`config.mk`:
```
export PLATFORM = sky130hd
export DESIGN_NAME = branch_cmp_flat
export DESIGN_NICKNAME = d
export VERILOG_FILES = /design/src/rtl/branch_cmp_pkg.sv /design/src/rtl/branch_cmp_if.sv /design/src/rtl/branch_cmp_cmp_eval.sv /design/src/rtl/branch_cmp.sv /design/src/flat_wrapper.sv
export SDC_FILE = /design/constraint.sdc
export NUM_CORES = 1
export LEC_CHECK = 0
export ABC_AREA = 1
export CAP_MARGIN = 20
export CORE_ASPECT_RATIO = 0.9
export CORE_UTILIZATION = 38
export CTS_CLUSTER_SIZE = 25
export DETAILED_ROUTE_END_ITERATION = 7
export PLACE_DENSITY = 0.81
export SETUP_SLACK_MARGIN = 0.02
export SYNTH_ARGS = -nofsm -noshare
export SYNTH_HDL_FRONTEND = slang
export SYNTH_HIERARCHICAL = 1
export SYNTH_SLANG_ARGS = --single-unit
```
`constraint.sdc`:
```
create_clock -name clk -period 1.25 [get_ports clk]
set_clock_uncertainty 0.05 [all_clocks]
set_input_delay 0.125 -clock clk [delete_from_list [all_inputs] [get_ports clk]]
set_output_delay 0.125 -clock clk [all_outputs]
set_load 0.005 [all_outputs]
```
`src/rtl/branch_cmp_pkg.sv`:
```
// Shared definitions for the branch-condition unit: op encoding and result flags.
package branch_cmp_pkg;

  localparam int unsigned OP_W   = 4;
  localparam int unsigned FLAG_W = 2;

  typedef enum logic [OP_W-1:0] {
    OP_EQ  = 4'd0,
    OP_NE  = 4'd1,
    OP_LT  = 4'd2,
    OP_GE  = 4'd3,
    OP_LTU = 4'd4,
    OP_GEU = 4'd5,
    OP_LEZ = 4'd6,
    OP_GTZ = 4'd7,
    OP_LTZ = 4'd8,
    OP_GEZ = 4'd9
  } op_e;

  // Result flags stored per FIFO entry alongside the tag.
  typedef struct packed {
    logic taken;
    logic op_err;
  } flags_t;

endpackage

```
`src/rtl/branch_cmp_if.sv`:
```
// Request/result handshake bundle between the decode stage and the branch unit.
interface branch_cmp_if #(
  parameter int unsigned WIDTH = 32,
  parameter int unsigned DEPTH = 2,
  parameter int unsigned TAG_W = 5
);
  import branch_cmp_pkg::*;

  logic                       flush;
  logic                       in_valid;
  logic                       in_ready;
  logic [OP_W-1:0]            in_op;
  logic [WIDTH-1:0]           in_a;
  logic [WIDTH-1:0]           in_b;
  logic [TAG_W-1:0]           in_tag;
  logic                       out_valid;
  logic                       out_ready;
  logic                       out_taken;
  logic                       out_op_err;
  logic [TAG_W-1:0]           out_tag;
  logic [$clog2(DEPTH+1)-1:0] count;

  modport slave (
    input  flush, in_valid, in_op, in_a, in_b, in_tag, out_ready,
    output in_ready, out_valid, out_taken, out_op_err, out_tag, count
  );

  modport master (
    output flush, in_valid, in_op, in_a, in_b, in_tag, out_ready,
    input  in_ready, out_valid, out_taken, out_op_err, out_tag, count
  );

endinterface

```
`src/rtl/branch_cmp_cmp_eval.sv`:
```
// Combinational evaluation of one branch comparison mode on two operands.
module cmp_eval
  import branch_cmp_pkg::*;
#(
  parameter int unsigned WIDTH = 32
) (
  input  logic [OP_W-1:0]  op,
  input  logic [WIDTH-1:0] a,
  input  logic [WIDTH-1:0] b,
  output logic             taken,
  output logic             op_err
);

  logic a_neg;
  logic a_zero;

  assign a_neg  = a[WIDTH-1];
  assign a_zero = (a == '0);

  // Select the comparison; unknown encodings report an error and never take.
  always_comb begin
    taken  = 1'b0;
    op_err = 1'b0;
    case (op)
      OP_EQ:   taken = (a == b);
      OP_NE:   taken = (a != b);
      OP_LT:   taken = ($signed(a) <  $signed(b));
      OP_GE:   taken = ($signed(a) >= $signed(b));
      OP_LTU:  taken = (a <  b);
      OP_GEU:  taken = (a >= b);
      OP_LEZ:  taken = a_neg || a_zero;
      OP_GTZ:  taken = !a_neg && !a_zero;
      OP_LTZ:  taken = a_neg;
      OP_GEZ:  taken = !a_neg;
      default: op_err = 1'b1;
    endcase
  end

endmodule

```
`src/rtl/branch_cmp.sv`:
```
// Branch-condition unit: evaluates a request and queues the tagged result in a small FIFO.
module branch_cmp
  import branch_cmp_pkg::*;
#(
  parameter int unsigned WIDTH = 32,
  parameter int unsigned DEPTH = 2,
  parameter int unsigned TAG_W = 5
) (
  input  logic        clk,
  input  logic        reset,
  branch_cmp_if.slave bus
);

  localparam int unsigned PTR_W = $clog2(DEPTH);
  localparam int unsigned CNT_W = $clog2(DEPTH + 1);

  typedef struct packed {
    flags_t           flags;
    logic [TAG_W-1:0] tag;
  } entry_t;

  entry_t             mem_q [DEPTH];
  logic [PTR_W-1:0]   wr_ptr_q, wr_ptr_d;
  logic [PTR_W-1:0]   rd_ptr_q, rd_ptr_d;
  logic [CNT_W-1:0]   count_q, count_d;
  flags_t             new_flags;
  entry_t             head;
  logic               in_ready;
  logic               out_valid;
  logic               push;
  logic               pop;

  cmp_eval #(.WIDTH(WIDTH)) u_eval (
    .op     (bus.in_op),
    .a      (bus.in_a),
    .b      (bus.in_b),
    .taken  (new_flags.taken),
    .op_err (new_flags.op_err)
  );

  // reset is folded in so the unit reports not-ready while held in reset.
  assign in_ready  = reset && (count_q < CNT_W'(DEPTH)) && !bus.flush;
  assign out_valid = (count_q != '0);
  assign push      = bus.in_valid && in_ready;
  assign pop       = out_valid && bus.out_ready && !bus.flush;
  assign head      = mem_q[rd_ptr_q];

  assign bus.in_ready   = in_ready;
  assign bus.out_valid  = out_valid;
  assign bus.out_taken  = out_valid && head.flags.taken;
  assign bus.out_op_err = out_valid && head.flags.op_err;
  assign bus.out_tag    = out_valid ? head.tag : '0;
  assign bus.count      = count_q;

  // Next pointer/occupancy; flush overrides any push or pop this cycle.
  always_comb begin
    wr_ptr_d = wr_ptr_q;
    rd_ptr_d = rd_ptr_q;
    count_d  = count_q;
    if (bus.flush) begin
      wr_ptr_d = '0;
      rd_ptr_d = '0;
      count_d  = '0;
    end else begin
      if (push) wr_ptr_d = wr_ptr_q + 1'b1;
      if (pop)  rd_ptr_d = rd_ptr_q + 1'b1;
      case ({push, pop})
        2'b10:   count_d = count_q + 1'b1;
        2'b01:   count_d = count_q - 1'b1;
        default: count_d = count_q;
      endcase
    end
  end

  // Control state register with asynchronous clear.
  always_ff @(posedge clk or negedge reset) begin
    if (!reset) begin
      wr_ptr_q <= '0;
      rd_ptr_q <= '0;
      count_q  <= '0;
    end else begin
      wr_ptr_q <= wr_ptr_d;
      rd_ptr_q <= rd_ptr_d;
      count_q  <= count_d;
    end
  end

  // Storage needs no reset: entries are only observable while counted valid.
  always_ff @(posedge clk) begin
    if (push) mem_q[wr_ptr_q] <= '{flags: new_flags, tag: bus.in_tag};
  end

endmodule

```
`src/flat_wrapper.sv`:
```
// flat-port wrapper written by rule: the top's interface ports become plain ports
module branch_cmp_flat import branch_cmp_pkg::*;
#(
  parameter int unsigned WIDTH = 32,
  parameter int unsigned DEPTH = 2,
  parameter int unsigned TAG_W = 5
)
  (clk, reset, bus_flush, bus_in_valid, bus_in_op, bus_in_a, bus_in_b, bus_in_tag, bus_out_ready, bus_in_ready, bus_out_valid, bus_out_taken, bus_out_op_err, bus_out_tag, bus_count);
  branch_cmp_if #(.WIDTH(WIDTH), .DEPTH(DEPTH), .TAG_W(TAG_W)) bus_i ();
  input  logic clk;
  input  logic reset;
  input wire logic [$bits(bus_i.flush)-1:0] bus_flush;
  input wire logic [$bits(bus_i.in_valid)-1:0] bus_in_valid;
  input wire logic [$bits(bus_i.in_op)-1:0] bus_in_op;
  input wire logic [$bits(bus_i.in_a)-1:0] bus_in_a;
  input wire logic [$bits(bus_i.in_b)-1:0] bus_in_b;
  input wire logic [$bits(bus_i.in_tag)-1:0] bus_in_tag;
  input wire logic [$bits(bus_i.out_ready)-1:0] bus_out_ready;
  output wire logic [$bits(bus_i.in_ready)-1:0] bus_in_ready;
  output wire logic [$bits(bus_i.out_valid)-1:0] bus_out_valid;
  output wire logic [$bits(bus_i.out_taken)-1:0] bus_out_taken;
  output wire logic [$bits(bus_i.out_op_err)-1:0] bus_out_op_err;
  output wire logic [$bits(bus_i.out_tag)-1:0] bus_out_tag;
  output wire logic [$bits(bus_i.count)-1:0] bus_count;
  assign bus_i.flush = bus_flush;
  assign bus_i.in_valid = bus_in_valid;
  assign bus_i.in_op = bus_in_op;
  assign bus_i.in_a = bus_in_a;
  assign bus_i.in_b = bus_in_b;
  assign bus_i.in_tag = bus_in_tag;
  assign bus_i.out_ready = bus_out_ready;
  assign bus_in_ready = bus_i.in_ready;
  assign bus_out_valid = bus_i.out_valid;
  assign bus_out_taken = bus_i.out_taken;
  assign bus_out_op_err = bus_i.out_op_err;
  assign bus_out_tag = bus_i.out_tag;
  assign bus_count = bus_i.count;
  branch_cmp #(.WIDTH(WIDTH), .DEPTH(DEPTH), .TAG_W(TAG_W)) u_core (.clk(clk), .reset(reset), .bus(bus_i));
endmodule
```
=== Word-level counts from Yosys, hierarchy flattened ===
Memory sizes are Yosys's and may differ from the RTL's.
Index checks and enable logic that the tools add are counted.

* Register bits after elaboration: 4
* Bits in latches: 0
* RAM bits: 14
* ROM bits: 0
* Bits of input ports: 78
* Word-level logic and storage cells: 56
* Memories kept: 1

* Add/sub/neg operators: 4
* Multiply operators: 0
* Divide/modulo/power cells: 0
* Order comparisons: 5
* Equality and inequality tests: 13
* Shift-type cells: 0
* Muxes and demuxes: 11
* Bitwise logic cells: 0
* Reductions and logical operators: 19

{| class="wikitable"
|+ Memories
! name !! words !! bits a word !! rd ports !! clocked after Yosys merged registers in !! write ports !! RTL line !! source
|-
| u_core.mem_q || 2 || 7 || 1 || 0 || 1 || branch_cmp.sv:22 || <nowiki>entry_t mem_q [DEPTH];</nowiki>
|}

{| class="wikitable"
|+ Operator list
! cell !! count
|-
| >= comparator 32 bit || 2
|-
| less-than comparator 32 bit || 2
|-
| equality test 32 bit || 1
|-
| logical NOT 32 bit || 1
|-
| inequality test 32 bit || 1
|-
| equality test 4 x 3 -> 1 bit (second input constant) || 4
|-
| case mux 1 bit (10 select lines) || 1
|-
| OR reduction 10 bit || 1
|-
| equality test 4 x 2 -> 1 bit (second input constant) || 2
|-
| equality test 4 bit (second input constant) || 2
|-
| logical AND 1 bit || 8
|-
| two-way mux 1 bit || 7
|-
| nonzero test 2 bit || 3
|-
| two-way mux 5 bit || 1
|-
| equality test 4 x 1 -> 1 bit (second input constant) || 1
|-
| logical NOT 4 bit || 1
|-
| case mux 2 bit (2 select lines) || 1
|-
| logical NOT 1 bit || 3
|-
| nonzero test 3 bit || 1
|-
| adder 1 bit (second input constant) || 2
|-
| adder 2 x 1 -> 2 bit (second input constant) || 1
|-
| equality test 2 x 1 -> 1 bit (second input constant) || 1
|-
| equality test 2 bit (second input constant) || 1
|-
| less-than comparator 2 bit (second input constant) || 1
|-
| other kinds (3) || 3
|}

=== Longest topological paths before layout ===
Gate-level depths: netlist of the first run.

* Depth in word-level cells: 7
* Mapped depth: 17
* Mapped depth without buffers: 17

=== Cells and area by module ===
The synthesis of the first run kept the hierarchy.

{| class="wikitable"
|+ Modules (own cells, without submodules)
! module !! times used !! cells an instance !! area an instance (µm²) !! sequential area each (µm²)
|-
| cmp_eval || 1 || 207 || 1164.9 || 0.0
|-
| branch_cmp || 1 || 65 || 732.0 || 520.5
|}

=== Worst setup path before layout of the first run ===
No wires, ideal clock.

* Path type: input to register
* Start: input port bus_in_b[31]
* End: memory u_core/mem_q[0][6] (netlist name), data pin
* Setup time: 0.265 ns
* Data arrival time: 1.369 ns
* Setup slack: -0.434 ns
* Stages: 13
* Path buffers: 0
* Cell sequence: inv_1 > ha_1 > nand2_2 > nor2_2 > nand2_2 > nor3_4 > nand2_2 > nand2_1 > nand3_1 > nor2_1 > nand2_1 > nor2_1 > nand3_1

{| class="wikitable"
|+ RTL lines
! item !! RTL line !! source
|-
| start, declared || flat_wrapper.sv:16 || <nowiki>input wire logic [$bits(bus_i.in_b)-1:0] bus_in_b;</nowiki>
|-
| end, declared || branch_cmp.sv:22 ||
|}

==> impl_metrics.json, run 1 <==
{
  "power_w": 0.00206,
  "tightest_slew_ns": 0.234,
  "place_area_sq_um": 3180,
  "grt_overflow": 0,
  "mappedNetlistArea_sq_um": 1900,
  "htree_levels": 1,
  "setup_ws_ns": -0.338,
  "diodes": 0,
  "root_buffer": "clkbuf_8",
  "cts_tree": "built",
  "regArea_sq_um": 520,
  "required_ns": 1.21,
  "reg2reg_depth": 5,
  "fmax_ghz": 0.630,
  "antenna_found_initial": 0,
  "worstPathMaxFanout": 2,
  "fin_area_sq_um": 3540,
  "r2r_end": "u_core/mem_q[0][4]",
  "holdBufCountCts": 0,
  "wl_microns": 6180,
  "cp_slowest_cell": "ha_4",
  "path_buf_inv": 1,
  "synthTopCellsByArea": "edfxtp_1, ha_1, nand2_1",
  "multi_input_comb_area_sq_um": 1740,
  "clock_tree.buffer_depth": 2,
  "vias": 2237,
  "avgRoutedWirePerCell_microns": 13.4,
  "area_growth_pct": 86.5,
  "critPathTopFamily": "simple AND/OR/NAND/NOR gates",
  "yosys.area.top_type_share_pct": 22.2,
  "endpoint_kind": "flop",
  "rows": 24,
  "vdd.ir_drop.worst_uv": 381,
  "r2r_start": "u_core/bus.count[1]",
  "avgSynthCellArea_sq_um": 6.97,
  "crit_chain": "buf_8, ha_4, nand2_4, nor2_4, nand4_1, nor2_2, nand2_2, nand2_1, nand3_1, nor2_1, nand2_1, nor2_2, nand3_2",
  "drc": 0,
  "via_per_inst": 4.84,
  "post-place-ws_ns": -1.11,
  "setup_viol": 28,
  "cts_sinks": 18,
  "r2r_slack_ns": -0.28,
  "min_path_type": "input port to asynchronous set/reset pin",
  "rsz0062_at_grt": "true",
  "maxCapViolCount": 0,
  "initial_core_util_pct": 39.2,
  "p_leak_nw": 1.68,
  "ios": 89,
  "clk_latency_ns": 0.25,
  "arrival_ns": 1.54,
  "gp_congestion": 0.852,
  "criticalPathCategory": "input port to flop",
  "drv_slew": 0,
  "drive_above_1_share_pct": 54.7,
  "violations": "setup timing",
  "synth-seq-cells": 18,
  "synth_fp_nets": 382,
  "min_period_ns": 1.59,
  "crit_path_max_incr_delay_ns": 0.27,
  "hold_viol": 0,
  "grt_pass1_wl_microns": 10600,
  "die-area_sq_um": 5280,
  "synth_cells": 272,
  "path_clk_slew_ns": 0.06,
  "grt_max_degree": 11,
  "portBuffers": 88,
  "core_sq_um": 4830,
  "numCtsBuffers": 3,
  "status": "finished with violations",
  "firstDrtPassIters": 4,
  "grtUsageTotal_pct": 24.8,
  "dpl.hpwl_microns": 4100,
  "ys_warn_count": 6,
  "grt_pass1_vias": 2447,
  "dp_cells": 448,
  "dieHeight_microns": 69.0,
  "yosys.area.top_type": "edfxtp_1",
  "fin_hold_ws_ns": 0.215,
  "cellPowerDensity_nw_per_um2": 582,
  "cp-start-kind": "input port",
  "min_period_over_period_pct": 127,
  "die_x_microns": 76.5,
  "synth.distinct_cells": 22,
  "drtIter0Drc": 86,
  "final_nets": 508,
  "num-fill-cells": 357,
  "slew_headroom_pct": 84.3,
  "final_cell_mix": "buf_2, nand2_1, nor2_1",
  "antenna_left": 0,
  "ys_seq_area_share_pct": 27.4,
  "instances_no_fill": 462
}
## stage by stage
step	TNS, ns	utilization (%)
final	-6.13	73.2
after global placement	-6.30	65.7
after floorplan	-0.686	-
after detailed placement	-6.70	65.7
after CTS	-4.88	71.7
after global routing	-8.12	73.2
## where the power goes
part           total (W)  internal (W)  switching [W]
Clock           0.000422      0.000227       0.000195
Sequential      0.000677      0.000666      0.0000117
Combinational   0.000959      0.000504       0.000455
## metal layers
layer	up-vias	global-route usage [%]	routed length (microns)	part of all wire (%)
li1	1128	-	-	-
met1	1037	27.3	2540	41
met2	61	48.0	3320	54
met3	11	2.25	192	3.1
met4	0	10.5	122	2.0
met5	-	0	0	0
## registers in the layout (all words and copies together), names as in the netlist
name and cells:
u_core/wr_ptr_q 1, u_core/bus.count 2, u_core/mem_q 14, u_core/rd_ptr_q 1
## cells in the mapped netlist (all sizes together)
cell type	instances
a21oi	23
nand3	14
nor3	1
nor2	44
o21a	2
clkinv	1
dfrtp	4
buf	1
inv	51
ha	32
o21ai	5
a21o	1
edfxtp	14
nand4	8
nand3b	1
nand2	70
## logic make-up (layout without fill, tap and decap cells)
kind of cell               count (synthesis)  after routing  share of synthesized area (%)
AOI/OAI and AO/OA                         31             31                           8.77
adders and majority gates                 32             32                           21.1
buffers and inverters                     53            178                           10.7
DFF                                       18             18                           27.4
and+or+nand+nor                          138            138                           32.0
## worst reg2reg max path, delay by kind of cell (launching register included)
family | cells | cell delay, ns
and+or+nand+nor | 3 | 0.49
buffers and inverters | 2 | 0.25
DFF | 1 | 0.43
## cell type report
type                            instances  area share [%]
Multi-Input combinational cell        201            49.3
Timing Repair Buffer                  122            26.2
Sequential cell                        18            14.7
Inverter                               52            6.26
Tap cell                               65            2.30
Clock buffer                            4            1.27
## how the worst max path moves through the flow
stage                      start                  to  slack, ns  cells past startpoint
detailed placement  bus_in_b[31]  u_core/mem_q[0][6]      -1.11                     14
finish               bus_in_a[7]  u_core/mem_q[0][6]      -0.34                     13
floorplan           bus_in_b[31]  u_core/mem_q[0][6]      -0.34                     13
global route         bus_in_b[7]  u_core/mem_q[0][6]      -0.43                     14
global placement    bus_in_b[31]  u_core/mem_q[0][6]      -1.04                     14
CTS                  bus_in_a[7]  u_core/mem_q[0][6]      -0.29                     13
## timing repair
action	CTS	global route
pin swaps	67	18
setup endpoints to repair	28	31
gates resized for setup	367	29
setup buffers	11	1
(Power assumes the default switching activity.)
==> run 2: changes to the inputs <==
Settings changed: GPL_TIMING_DRIVEN set to 1, PLACE_DENSITY 0.81 to 0.79.
==> impl_metrics.json, run 2 (synthesis gave the netlist of run 1 again) <==
{
  "area_growth_pct": 87.7,
  "grt_max_degree": 11,
  "path_buf_inv": 1,
  "tightest_slew_ns": 0.227,
  "final_nets": 510,
  "setup_ws_ns": -0.346,
  "min_period_ns": 1.60,
  "status": "finished with violations",
  "cp-start-kind": "input port",
  "min_period_over_period_pct": 128,
  "vdd.ir_drop.worst_uv": 381,
  "grt_pass1_wl_microns": 10200,
  "fin_area_sq_um": 3560,
  "wl_microns": 6280,
  "arrival_ns": 1.54,
  "regMostFlops": "u_core/mem_q",
  "p_leak_nw": 1.68,
  "regArea_sq_um": 522,
  "setup_viol": 26,
  "drtIter0Drc": 88,
  "holdBufCountCts": 0,
  "crit_chain": "buf_8, ha_4, nand2_4, nor2_4, nand4_1, nor2_2, nand2_2, nand2_1, nand3_1, nor2_1, nand2_1, nor2_1, nand3_1",
  "post-place-ws_ns": -1.07,
  "drc": 0,
  "root_buffer": "clkbuf_8",
  "cellPowerDensity_nw_per_um2": 578,
  "hold_viol": 0,
  "r2r_slack_ns": -0.12,
  "r2r_start": "u_core/bus.count[1]",
  "clk_latency_ns": 0.25,
  "maxCapViolCount": 0,
  "final_cell_mix": "buf_2, nand2_1, nor2_1",
  "criticalPathCategory": "input port to flop",
  "core_sq_um": 4830,
  "portBuffers": 88,
  "dpl.hpwl_microns": 4190,
  "initial_core_util_pct": 39.2,
  "numCtsBuffers": 3,
  "worstPathMaxFanout": 2,
  "firstDrtPassIters": 4,
  "tns_ns": -2.80,
  "endpoint_kind": "flop",
  "ios": 89,
  "critPathTopFamily": "simple AND/OR/NAND/NOR gates",
  "num-fill-cells": 350,
  "r2r_end": "u_core/mem_q[0][2]",
  "gp_congestion": 0.829,
  "via_per_inst": 4.88,
  "drive_above_1_share_pct": 57.1,
  "cp_slowest_cell": "ha_4",
  "violations": "setup timing",
  "slew_headroom_pct": 84.9,
  "reg2reg_depth": 4,
  "vias": 2264,
  "multi_input_comb_area_sq_um": 1780,
  "required_ns": 1.20,
  "path_clk_slew_ns": 0.07,
  "min_path_type": "input port to asynchronous set/reset pin",
  "grtUsageTotal_pct": 23.8,
  "final_common_cell": "buf_2",
  "dp_cells": 449,
  "grt_overflow": 0,
  "instances_no_fill": 464,
  "diodes": 0,
  "fmax_ghz": 0.626,
  "fin_hold_ws_ns": 0.220,
  "rsz0062_at_grt": "true",
  "largest_reg_flops": 14,
  "dieHeight_microns": 69.0,
  "drv_slew": 0,
  "cts_tree": "built",
  "die-area_sq_um": 5280,
  "antenna_found_initial": 0,
  "htree_levels": 1,
  "clock_tree.buffer_depth": 2,
  "rows": 24,
  "avgRoutedWirePerCell_microns": 13.5,
  "grt_pass1_vias": 2357,
  "crit_path_max_incr_delay_ns": 0.27,
  "antenna_left": 0,
  "cts_sinks": 18,
  "die_x_microns": 76.5,
  "place_area_sq_um": 3180
}
[run 2: cell types whose count changed in the layout (fill, tap and decap cells not counted), moves of 3 or more]
cell,previous run,this run
buf_6,23,16
buf_4,23,29
clkdlybuf4s15_2,1,4
nand2_1,54,51
[run 2: area by class of cell]
| type | instances | area share [%] |
|---|---|---|
| multi-input cells | 201 | 50.0 |
| clock buffers | 3 | 1.16 |
| clock inverters | 1 | 0.105 |
| repair buffers | 124 | 25.5 |
| flip-flops and latches | 18 | 14.7 |
| inverters | 52 | 6.26 |
| well taps | 65 | 2.28 |
[run 2: repair_timing]
item | CTS | global route
gates resized for setup | 352 | 40
gates cloned | 0 | 0
setup buffers | 12 | 3
pin swaps | 72 | 31
endpoints found under the setup margin | 28 | 29
[run 2: how the worst max path moves through the flow]
| stage | slack [ns] | depth (start not counted) | startpoint | end |
|---|---|---|---|---|
| floorplan | -0.34 | 13 | bus_in_b[31] | u_core/mem_q[0][6] |
| global placement | -1.05 | 14 | bus_in_b[31] | u_core/mem_q[0][6] |
| detailed placement | -1.07 | 14 | bus_in_b[31] | u_core/mem_q[0][6] |
| CTS | -0.27 | 14 | bus_in_b[7] | u_core/mem_q[0][6] |
| global route | -0.50 | 14 | bus_in_b[3] | u_core/mem_q[0][6] |
| finish | -0.35 | 13 | bus_in_a[5] | u_core/mem_q[0][6] |
[run 2: worst reg2reg max path: cells and delay by family, from the launching register on]
kind	cells	cell delay [ns]
and+or+nand+nor	3	0.44
DFF	1	0.46
buffers and inverters	1	0.10
[run 2: per-stage QoR]
| stage | total power, W | utilization [%] |
|---|---|---|
| finish | 0.00206 | 73.6 |
| global route | 0.00219 | 73.6 |
| CTS | 0.00196 | 71.2 |
| detailed placement | 0.00147 | 65.9 |
| global placement | 0.00145 | 65.9 |
| floorplan | 0.00104 | - |
[run 2: power breakdown]
part / internal (W) / switching, W / total, W
Sequential: 0.000666 / 0.0000136 / 0.000679
Combinational: 0.000507 / 0.000467 / 0.000973
Clock: 0.000218 / 0.000186 / 0.000404
[run 2: metal layers]
metal | global-route usage (%) | up-vias | share of wire, % | wire (microns)
met5 | 0 | - | 0 | 0
met4 | 6.62 | 0 | 2.6 | 164
met3 | 1.72 | 20 | 3.2 | 198
met2 | 46.9 | 71 | 53 | 3360
met1 | 27.1 | 1042 | 41 | 2560
li1 | - | 1131 | - | -
